===== src/rtl/vga_timing_pipe_pkg.sv =====
// Shared VGA types: colour word, timing record and the two standard modes.
package vga_timing_pipe_pkg;

  typedef logic [11:0] color;

  typedef struct packed {
    logic [15:0] h_size;
    logic [15:0] h_fp;
    logic [15:0] h_sync;
    logic [15:0] h_bp;
    logic [15:0] v_size;
    logic [15:0] v_fp;
    logic [15:0] v_sync;
    logic [15:0] v_bp;
  } vga_timing_t;

  localparam vga_timing_t VGA_640x480_60 = '{
    h_size: 16'd640, h_fp: 16'd16, h_sync: 16'd96,  h_bp: 16'd48,
    v_size: 16'd480, v_fp: 16'd10, v_sync: 16'd2,   v_bp: 16'd33
  };

  localparam vga_timing_t VGA_800x600_72 = '{
    h_size: 16'd800, h_fp: 16'd56, h_sync: 16'd120, h_bp: 16'd64,
    v_size: 16'd600, v_fp: 16'd37, v_sync: 16'd6,   v_bp: 16'd23
  };

  // Control bundle carried through the delay line: {line, frame, vs, hs, visible}
  localparam int CTRL_W = 5;

endpackage


===== src/rtl/vga_delay_line.sv =====
// Enable-gated shift register with asynchronous clear; DEPTH=0 is a plain wire.
module vga_delay_line #(
  parameter int WIDTH = 1,
  parameter int DEPTH = 1
) (
  input  logic             pixelclk,
  input  logic             rst_n,
  input  logic             en,
  input  logic [WIDTH-1:0] din,
  output logic [WIDTH-1:0] dout
);

  if (DEPTH == 0) begin : g_wire
    logic unused_ctrl;
    assign unused_ctrl = ^{pixelclk, rst_n, en};
    assign dout = din;
  end else begin : g_shift
    logic [WIDTH-1:0] stage [DEPTH];

    always_ff @(posedge pixelclk or negedge rst_n) begin
      if (!rst_n) begin
        for (int i = 0; i < DEPTH; i++) stage[i] <= '0;
      end else if (en) begin
        stage[0] <= din;
        for (int i = 1; i < DEPTH; i++) stage[i] <= stage[i-1];
      end
    end

    assign dout = stage[DEPTH-1];
  end

endmodule


===== src/rtl/vga_timing_pipe.sv =====
// VGA timing generator issuing pixel requests LATENCY enabled cycles ahead of
// the aligned colour, sync, data-enable and frame/line markers.
module vga_timing_pipe
  import vga_timing_pipe_pkg::*;
#(
  parameter int H_SIZE    = 800,
  parameter int V_SIZE    = 600,
  parameter int H_FP      = 56,
  parameter int H_SYNC    = 120,
  parameter int H_BP      = 64,
  parameter int V_FP      = 37,
  parameter int V_SYNC    = 6,
  parameter int V_BP      = 23,
  parameter int HSYNC_POL = 1,
  parameter int VSYNC_POL = 1,
  parameter int LATENCY   = 2
) (
  input  logic                      pixelclk,
  input  logic                      rst_n,
  input  logic                      en,
  input  color                      color_in,
  output logic [$clog2(H_SIZE)-1:0] pix_x,
  output logic [$clog2(V_SIZE)-1:0] pix_y,
  output logic                      pix_valid,
  output color                      color_out,
  output logic                      vga_de,
  output logic                      vga_hsync,
  output logic                      vga_vsync,
  output logic                      frame_start,
  output logic                      line_start
);

  localparam int H_TOTAL = H_SIZE + H_FP + H_SYNC + H_BP;
  localparam int V_TOTAL = V_SIZE + V_FP + V_SYNC + V_BP;
  localparam int HW = $clog2(H_TOTAL);
  localparam int VW = $clog2(V_TOTAL);
  localparam int XW = $clog2(H_SIZE);
  localparam int YW = $clog2(V_SIZE);

  // Inclusive end points avoid overflow when a back porch is zero.
  localparam logic [HW-1:0] H_LAST  = HW'(H_TOTAL - 1);
  localparam logic [HW-1:0] H_VIS   = HW'(H_SIZE);
  localparam logic [HW-1:0] HS_BEG  = HW'(H_SIZE + H_FP);
  localparam logic [HW-1:0] HS_LAST = HW'(H_SIZE + H_FP + H_SYNC - 1);
  localparam logic [VW-1:0] V_LAST  = VW'(V_TOTAL - 1);
  localparam logic [VW-1:0] V_VIS   = VW'(V_SIZE);
  localparam logic [VW-1:0] VS_BEG  = VW'(V_SIZE + V_FP);
  localparam logic [VW-1:0] VS_LAST = VW'(V_SIZE + V_FP + V_SYNC - 1);
  localparam bit HPOL = (HSYNC_POL != 0);
  localparam bit VPOL = (VSYNC_POL != 0);

  if (H_SYNC == 0 || V_SYNC == 0 || LATENCY < 0 || LATENCY > 15) begin : g_bad_cfg
    $error("vga_timing_pipe: H_SYNC/V_SYNC must be nonzero and LATENCY within 0..15");
  end

  logic [HW-1:0]     h_cnt;
  logic [VW-1:0]     v_cnt;
  logic              visible, hs_raw, vs_raw, frame_mk, line_mk;
  logic [CTRL_W-1:0] ctrl_p0, ctrl_p1;

  always_ff @(posedge pixelclk or negedge rst_n) begin
    if (!rst_n) begin
      h_cnt <= '0;
      v_cnt <= '0;
    end else if (en) begin
      if (h_cnt == H_LAST) begin
        h_cnt <= '0;
        v_cnt <= (v_cnt == V_LAST) ? '0 : v_cnt + VW'(1);
      end else begin
        h_cnt <= h_cnt + HW'(1);
      end
    end
  end

  always_comb begin
    visible  = (h_cnt < H_VIS) && (v_cnt < V_VIS);
    hs_raw   = (h_cnt >= HS_BEG) && (h_cnt <= HS_LAST);
    vs_raw   = (v_cnt >= VS_BEG) && (v_cnt <= VS_LAST);
    frame_mk = (h_cnt == '0) && (v_cnt == '0);
    line_mk  = (h_cnt == '0) && (v_cnt < V_VIS);
  end

  // Stage p0: request registers, control bundle aligned with the request.
  always_ff @(posedge pixelclk or negedge rst_n) begin
    if (!rst_n) begin
      pix_valid <= 1'b0;
      pix_x     <= '0;
      pix_y     <= '0;
      ctrl_p0   <= '0;
    end else if (en) begin
      pix_valid <= visible;
      pix_x     <= visible ? h_cnt[XW-1:0] : '0;
      pix_y     <= visible ? v_cnt[YW-1:0] : '0;
      ctrl_p0   <= {line_mk, frame_mk, vs_raw, hs_raw, visible};
    end
  end

  // Stage p1: control delayed to meet colour returning from the pixel source.
  vga_delay_line #(
    .WIDTH(CTRL_W),
    .DEPTH(LATENCY)
  ) u_ctrl_dly (
    .pixelclk(pixelclk),
    .rst_n   (rst_n),
    .en      (en),
    .din     (ctrl_p0),
    .dout    (ctrl_p1)
  );

  // Stage p2: output register toward the DAC and sync pins.
  always_ff @(posedge pixelclk or negedge rst_n) begin
    if (!rst_n) begin
      vga_de      <= 1'b0;
      color_out   <= '0;
      vga_hsync   <= ~HPOL;
      vga_vsync   <= ~VPOL;
      frame_start <= 1'b0;
      line_start  <= 1'b0;
    end else if (en) begin
      vga_de      <= ctrl_p1[0];
      color_out   <= ctrl_p1[0] ? color_in : '0;
      vga_hsync   <= ~(ctrl_p1[1] ^ HPOL);
      vga_vsync   <= ~(ctrl_p1[2] ^ VPOL);
      frame_start <= ctrl_p1[3];
      line_start  <= ctrl_p1[4];
    end
  end

endmodule


===== config.mk =====
export PLATFORM = sky130hd
export DESIGN_NAME = vga_timing_pipe
export DESIGN_NICKNAME = d
export VERILOG_FILES = /design/src/rtl/vga_timing_pipe_pkg.sv /design/src/rtl/vga_delay_line.sv /design/src/rtl/vga_timing_pipe.sv
export SDC_FILE = /design/constraint.sdc
export NUM_CORES = 1
export LEC_CHECK = 0
export BUFFER_PORTS_ARGS = -buffer_cell sky130_fd_sc_hd__buf_2
export CAP_MARGIN = 0
export CORE_UTILIZATION = 35
export CTS_CLUSTER_DIAMETER = 80
export DETAILED_ROUTE_END_ITERATION = 10
export PLACE_DENSITY = 0.51
export SYNTH_ARGS = -nofsm -noshare
export SYNTH_HDL_FRONTEND = slang
export SYNTH_SLANG_ARGS = --single-unit

===== constraint.sdc =====
create_clock -name pixelclk -period 3 [get_ports pixelclk]
set_input_delay 0.6 -clock pixelclk [delete_from_list [all_inputs] [get_ports pixelclk]]
set_output_delay 0.6 -clock pixelclk [all_outputs]
set_load 0.03 [all_outputs]

; ---- Word level (Yosys, flattened, before mapping)
; Cells that the tools add are included.
[op_classes]
addsub = 2
n_lt_le_gt_ge = 6
eq_ne = 2
muxes = 5
reduce_logical = 8
[ops]
columns = operator, n
row1 = two-way mux 10 bit, 3
row2 = two-way mux 12 bit, 1
row3 = "adder 11 x 1 -> 11 bit, second input constant", 1
row4 = "== test 11 bit, second input constant", 1
row5 = "greater-or-equal comparator 11 x 10 -> 1 bit, second input constant", 1
row6 = "<= comparator 11 x 10 -> 1 bit, second input constant", 1
row7 = logical NOT 11 bit, 1
row8 = "less-than comparator 11 x 10 -> 1 bit, second input constant", 1
row9 = two-way mux 11 bit, 1
row10 = "adder 10 x 1 -> 10 bit, second input constant", 1
row11 = "== test 10 bit, second input constant", 1
row12 = "greater-or-equal comparator 10 bit, second input constant", 1
row13 = "<= comparator 10 bit, second input constant", 1
row14 = logical NOT 10 bit, 1
row15 = "less-than comparator 10 bit, second input constant", 1
row16 = logical AND 1 bit, 5
row17 = AND reduction 2 bit, 1
[word_totals]
register_bits = 74
input_bits = 15
output_inout_bits = 38

; ---- Depth between registers and ports, before layout
; Gate-level depths: netlist of run 1.
[depth]
word_depth = 3
depth_mapped = 7
ltp_nobuf = 6

; ---- By module
; A second synthesis of run 1 with hierarchy kept.
[unflattened]
cells_unflattened = 294
area_unflattened_um2 = 3314.4
[by_module_without_submodules]
columns = module, instances, cells_per_inst, area_per_inst_um2, seq_area_each_um2
row1 = vga_timing_pipe, 1, 268, 2865.2, 1576.5
row2 = vga_delay_line, 1, 26, 449.2, 250.2

; ---- Worst setup path before layout of run 1
; OpenSTA, ideal clock, no wires.
[synth_path]
path_kind = flip-flop to flip-flop
startpoint = register h_cnt[6]
endpoint = register v_cnt[9]
setup_ns = 0.120
arrival_ns = 1.852
required_time_ns = 2.880
slack_ns = 1.028
stages_incl_launch_ff = 6
n_path_buf = 1
synth_period_minus_slack_ns = 1.972
path_cell_list = dfrtp_1 > buf_6 > or4_4 > nor4_1 > mux2_2 > a31o_2
[synth_between]
elab_chain_len = 2
[synth_lines]
columns = element, line_no
row1 = start: declaration, vga_timing_pipe.sv:56  ; logic [HW-1:0] h_cnt;
row2 = start signal: assignment, vga_timing_pipe.sv:70  ; h_cnt <= h_cnt + HW'(1);
row3 = == test 11 bit, vga_timing_pipe.sv:66  ; if (h_cnt == H_LAST) begin
row4 = AND reduction 2 bit (no line), --
row5 = end signal: assignment, vga_timing_pipe.sv:68  ; v_cnt <= (v_cnt == V_LAST) ? '0 : v_cnt + VW'(1);
row6 = end: declaration, vga_timing_pipe.sv:57  ; logic [VW-1:0] v_cnt;
; No other way between the ends.
; A chain may end at the register's enable or synchronous reset.

; ---- Worst setup path after layout of run 1
; Ends and elaborated chain as after synthesis.

==> flow_metrics.tcl, run 1 <==
set metrics [dict create \
    status "finished, violations left" \
    failed_checks "DRC" \
    crit_arrival_ns 2.32 \
    reg2reg_depth 4 \
    initial_utilization_pct 36.4 \
    ctsHtreeMaxLevel 3 \
    dieArea_um2 9530 \
    cp.required_ns 3.24 \
    period_needed_ns 2.08 \
    num_io_pins 53 \
    worst_pin_slew_ns 0.911 \
    fin_crit_sh_pct 69.3 \
    design_area_um2 3730 \
    power.density_nw_per_um2 632 \
    power_leakage_nw 1.83 \
    finalClockSkew_ns 0.00734 \
    grtUsageTotal_pct 14.6 \
    reg2reg_from "h_cnt[6]$_DFFE_PN0P_" \
    place_ws_ns 0.924 \
    via_per_inst 5.11 \
    cts_resized 0 \
    async_flop_share_pct 100 \
    yosysMostFrequentCell "dfrtp_1" \
    reg2reg_to "v_cnt[9]$_DFFE_PN0P_" \
    clock-root-buffer "clkbuf_8" \
    ys_types 42 \
    worstSetupStartpoint "h_cnt[6]$_DFFE_PN0P_" \
    endpoint_kind "register" \
    clk_latency_ns 0.34 \
    drv_slew 0 \
    cpPeakStageDelay_ns 0.55 \
    die_h_um 97.6 \
    ant_nets 0 \
    grt_max_degree 74 \
    synth_area_leaders "dfrtp_1, a22o_1, mux2_2" \
    syn_area_per_cell_um2 11.2 \
    worstPathMaxFanout 9 \
    grt_pass1_wl_mm 10.9 \
    drtPass1Iterations 7 \
    ys_ff_latch 73 \
    startpoint_type "register" \
    yosysSeqAreaShare_pct 57.1 \
    drv_cap 0 \
    dpl.hpwl_mm 4.19 \
    setup_viol_count_final 0 \
    grt-ovfl-total 0 \
    syn-num-nets 308 \
    first_iter_violations 76 \
    cts_tree "built" \
    path_cells "or4_4 > nor4_1 > mux2_2 > a31o_2" \
    row_count 34 \
    antenna_found_initial 0 \
    totalWireLength_mm 6.49 \
    nFillCells 853 \
    fin_tns_setup_ns 0 \
    wl_per_cell_um 14.6 \
    synth_top_area_share_pct 57.1 \
    hp-class "input pin to async pin" \
    cts_setup_buffers 0 \
    syn_area_um2 3200 \
    synth_commonest_cells "dfrtp_1, nand3_1, a22o_1" \
    synth_edf_count 0 \
    hold_viol 0 \
    relSlewSlack_pct 39.3 \
    via_count 2274 \
    io_buffers 52 \
    insertedDiodeCount 0 \
    finalNetCount 355 \
    first_global_vias 2153 \
    yosys.area.top_type "dfrtp_1" \
    ir_drop_mv 0.249 \
    cts_hold_buffers 0 \
    ys_warn_count 0 \
    fp.coreArea_um2 8810 \
    cts.sinks 73 \
    clock.fmax_ghz 0.481 \
    dpl_cell_area_um2 3540 \
    cpMaxStageDelayCell "or4_4" \
    synth_cells 286 \
    area_growth_pct 16.5 \
    setup_ws_ns 0.921 \
    die_width_um 97.6 \
    synth_ff_type "dfrtp_1" \
    numCtsBuffers 9 \
    r2r_setup_slack_ns 0.92 \
    clockBufferDepth 2 \
    drive_above_1_share_pct 27.6 \
    path_clk_slew_ns 0.08 \
    gp_congestion 0.820 \
    rsz0062_at_grt "false" \
    worstSetupPathType "register to register" \
    drc 9 \
]
## metal layers
metal | global-route usage (%) | vias up | wire, µm
met5 | 0 | - | 0
met4 | 6.64 | 0 | 112
met3 | 3.45 | 10 | 216
met2 | 20.8 | 32 | 2930
met1 | 20.8 | 1118 | 3230
li1 | - | 1114 | -
## how the worst max path moves through the flow
stage / end / slack (ns) / depth (start not counted)
after global routing: v_cnt[6]$_DFFE_PN0P_ / 0.86 / 5
final: v_cnt[9]$_DFFE_PN0P_ / 0.92 / 4
after detailed placement: v_cnt[9]$_DFFE_PN0P_ / 0.92 / 4
after global placement: v_cnt[9]$_DFFE_PN0P_ / 0.94 / 4
after CTS: v_cnt[9]$_DFFE_PN0P_ / 0.91 / 4
after floorplan: v_cnt[9]$_DFFE_PN0P_ / 1.03 / 5
## worst max-delay path: cells and delay by family (launching register included)
kind | cells | cell delay [ns]
and+or+nand+nor | 2 | 0.92
DFF | 1 | 0.46
muxes | 1 | 0.38
AOI/OAI and AO/OA | 1 | 0.21
## final cells by class
class,count,area [µm²],share of cell area (%)
sequential,73,1830,49.0
multi-input combinational,172,1210,32.5
timing repair buffer,56,293,7.85
tap,108,135,3.62
clock buffer,9,124,3.32
inverter,21,78.8,2.11
clock inverter,6,60.1,1.61
## where the power goes
group	internal, mW	switching, mW	leakage [nW]	total [mW]
clock network	0.375	0.365	0.0909	0.740
logic	0.156	0.260	0.777	0.416
registers	1.09	0.116	0.958	1.20
total	1.62	0.741	1.83	2.36
## cell usage in the layout, fill, tap and decap left out, drive strengths merged, types with 3 or more instances in the layout
master / n
dfrtp: 73
xnor2: 5
mux2: 16
inv: 20
nor3: 6
and3: 3
nor2: 10
nand3: 22
or4: 4
o21ai: 19
a22o: 21
xor2: 4
ha: 7
clkinv: 4
a21oi: 12
clkbuf: 9
buf: 56
nand4: 9
o2bb2ai: 3
nand2: 7
## flip-flops by register name, indices dropped and copies added, names as in the netlist
name                      flops
color_out                    12
h_cnt                        11
pix_x                        10
pix_y                        10
v_cnt                        10
ctrl_p0                       5
u_ctrl_dly.dout               5
u_ctrl_dly.g_shift.stage      5
frame_start                   1
line_start                    1
vga_de                        1
vga_hsync                     1
vga_vsync                     1
## logic make-up after synthesis
logic type      Yosys count  share of synthesized area (%)
fa+ha+maj                 7                           2.74
buf+inv                  41                           5.12
xor+xnor                  9                           2.46
simple gates             74                           12.8
compound gates           65                           13.9
flops                    73                           57.1
mux                      17                           5.94
## through the flow
| stage | power [mW] | util (%) | hold WS, ns | instances |
|---|---|---|---|---|
| after CTS | 2.39 | 42.3 | 0.427 | 445 |
| after global placement | 1.64 | 40.3 | 0.474 | 430 |
| after floorplan | 1.50 | - | 0.304 | 286 |
| after global routing | 2.49 | 42.3 | 0.478 | 445 |
| final | 2.36 | 42.3 | 0.390 | 445 |
| after detailed placement | 1.64 | 40.3 | 0.479 | 430 |
(Power assumes the default switching activity.)
==> run 2: changes to the inputs <==
- clock period: 3 -> 2.2 ns (I/O delays scaled with it)
==> flow_metrics.tcl, run 2 (synthesized netlist as in run 1, its figures left out) <==
set metrics [dict create \
    wl_per_cell_um 14.5 \
    totalWireLength_mm 6.69 \
    die_h_um 97.6 \
    io_buffers 52 \
    largest-register "color_out" \
    clockBufferDepth 2 \
    cts_hold_buffers 0 \
    ctsHtreeMaxLevel 3 \
    dieArea_um2 9530 \
    grt-ovfl-total 0 \
    path_cells "or4_4 > nor4_1 > mux2_2 > a31o_2" \
    relSlewSlack_pct 68.8 \
    area_growth_pct 20.8 \
    period_needed_ns 2.06 \
    first_global_vias 2364 \
    cts_setup_buffers 0 \
    insertedDiodeCount 0 \
    ir_drop_mv 0.272 \
    grtUsageTotal_pct 15.3 \
    die_width_um 97.6 \
    cpMaxStageDelayCell "or4_4" \
    grt_use_met3_pct 3.02 \
    cp.required_ns 2.44 \
    clk_latency_ns 0.35 \
    fin_cells 460 \
    grt_max_degree 47 \
    fin_tns_setup_ns 0 \
    busiest_layer "met2" \
    power.density_nw_per_um2 877 \
    grt_pass1_wl_mm 11.5 \
    drc 7 \
    via_per_inst 5.14 \
    row_count 34 \
    power_leakage_nw 1.91 \
    cpPeakStageDelay_ns 0.54 \
    drv_cap 0 \
    finalClockSkew_ns 0.00813 \
    ant_nets 0 \
    path_clk_slew_ns 0.08 \
    startpoint_type "register" \
    place_inst 445 \
    clock.fmax_ghz 0.485 \
    drtPass1Iterations 7 \
    fin_crit_sh_pct 93.6 \
    holdWs_ns 0.0472 \
    initial_utilization_pct 36.4 \
    status "finished, violations left" \
    worstSetupPathType "register to register" \
    final_cell_mix "dfrtp_1, buf_2, nand3_1" \
    drive_above_1_share_pct 30.4 \
    r2r_setup_slack_ns 0.14 \
    hp-class "input pin to async pin" \
    via_count 2366 \
    cts.sinks 73 \
    worst_pin_slew_ns 0.464 \
    hold_viol 0 \
    setup_viol_count_final 0 \
    largest_reg_flops 12 \
    power_mw 3.39 \
    nFillCells 867 \
    use_met1_pct 20.4 \
    endpoint_kind "register" \
    crit_arrival_ns 2.30 \
    reg_top3 "color_out x12, h_cnt x11" \
    fp.coreArea_um2 8810 \
    cts_tree "built" \
    setup_ws_ns 0.140 \
    gp_congestion 0.820 \
    cts_resized 0 \
    num_io_pins 53 \
    finalNetCount 370 \
    rsz0062_at_grt "false" \
    dpl.hpwl_mm 4.59 \
    failed_checks "DRC" \
    final_common_cell "dfrtp_1" \
    first_iter_violations 78 \
    clock-root-buffer "clkbuf_8" \
    reg2reg_depth 4 \
    numCtsBuffers 9 \
    place_ws_ns 0.142 \
    drv_slew 0 \
    worstPathMaxFanout 3 \
    antenna_found_initial 0 \
    grtUsageMet2_pct 24.0 \
]
[run 2: changes by cell type in the layout (fill, tap and decap cells not counted)]
cell / previous run / this run
clkinvlp_4: 2 / 1
bufinv_16: 1 / 2
clkinv_2: 3 / 1
buf_4: 5 / 20
clkbuf_1: 0 / 1
clkinv_4: 0 / 1
[run 2: stage by stage]
stage	area, µm²	utilization [%]
final	3870	43.9
after floorplan	3200	-
after detailed placement	3660	41.5
after CTS	3870	43.9
after global routing	3870	43.9
after global placement	3660	41.5
[run 2: path summary, 6_finish.rpt]
path                                   startpoint                        to
min in group pixelclk                 color_in[7]  color_out[7]$_DFFE_PN0P_
setup reg to reg             h_cnt[9]$_DFFE_PN0P_      v_cnt[9]$_DFFE_PN0P_
max in group asynchronous                   rst_n    ctrl_p0[3]$_DFFE_PN0P_
hold reg to reg            ctrl_p0[2]$_DFFE_PN0P_    ctrl_p0[2]$_DFFE_PN0P_
setup / recovery             h_cnt[9]$_DFFE_PN0P_      v_cnt[9]$_DFFE_PN0P_
hold / removal                              rst_n      pix_x[8]$_DFFE_PN0P_
[run 2: layout make-up]
type                       count  area, µm²  share of cell area (%)
sequential                    73       1830                    47.2
multi-input combinational    172       1210                    31.3
timing repair buffer          71        405                    10.5
tap                          108        135                    3.50
clock buffer                  10        128                    3.30
clock inverter                 5       81.3                    2.10
inverter                      21       78.8                    2.04
[run 2: power breakdown]
part	switching (mW)	internal (mW)	leakage (nW)	total, mW
sequential	0.103	1.48	0.958	1.59
combinational	0.418	0.252	0.853	0.670
clock	0.503	0.633	0.102	1.14
[run 2: metal layers]
layer,wire length (µm),part of all wire [%]
met2,3110,46
met4,141,2.1
met1,3230,48
met3,205,3.1
met5,0,0
[run 2: critical path, delay by kind of cell (launching register included)]
kind             cells  cell delay, ns
AO/OA/AOI/OAI        1            0.21
flip-flops           1            0.38
multiplexers         1            0.39
AND/OR/NAND/NOR      2            0.97
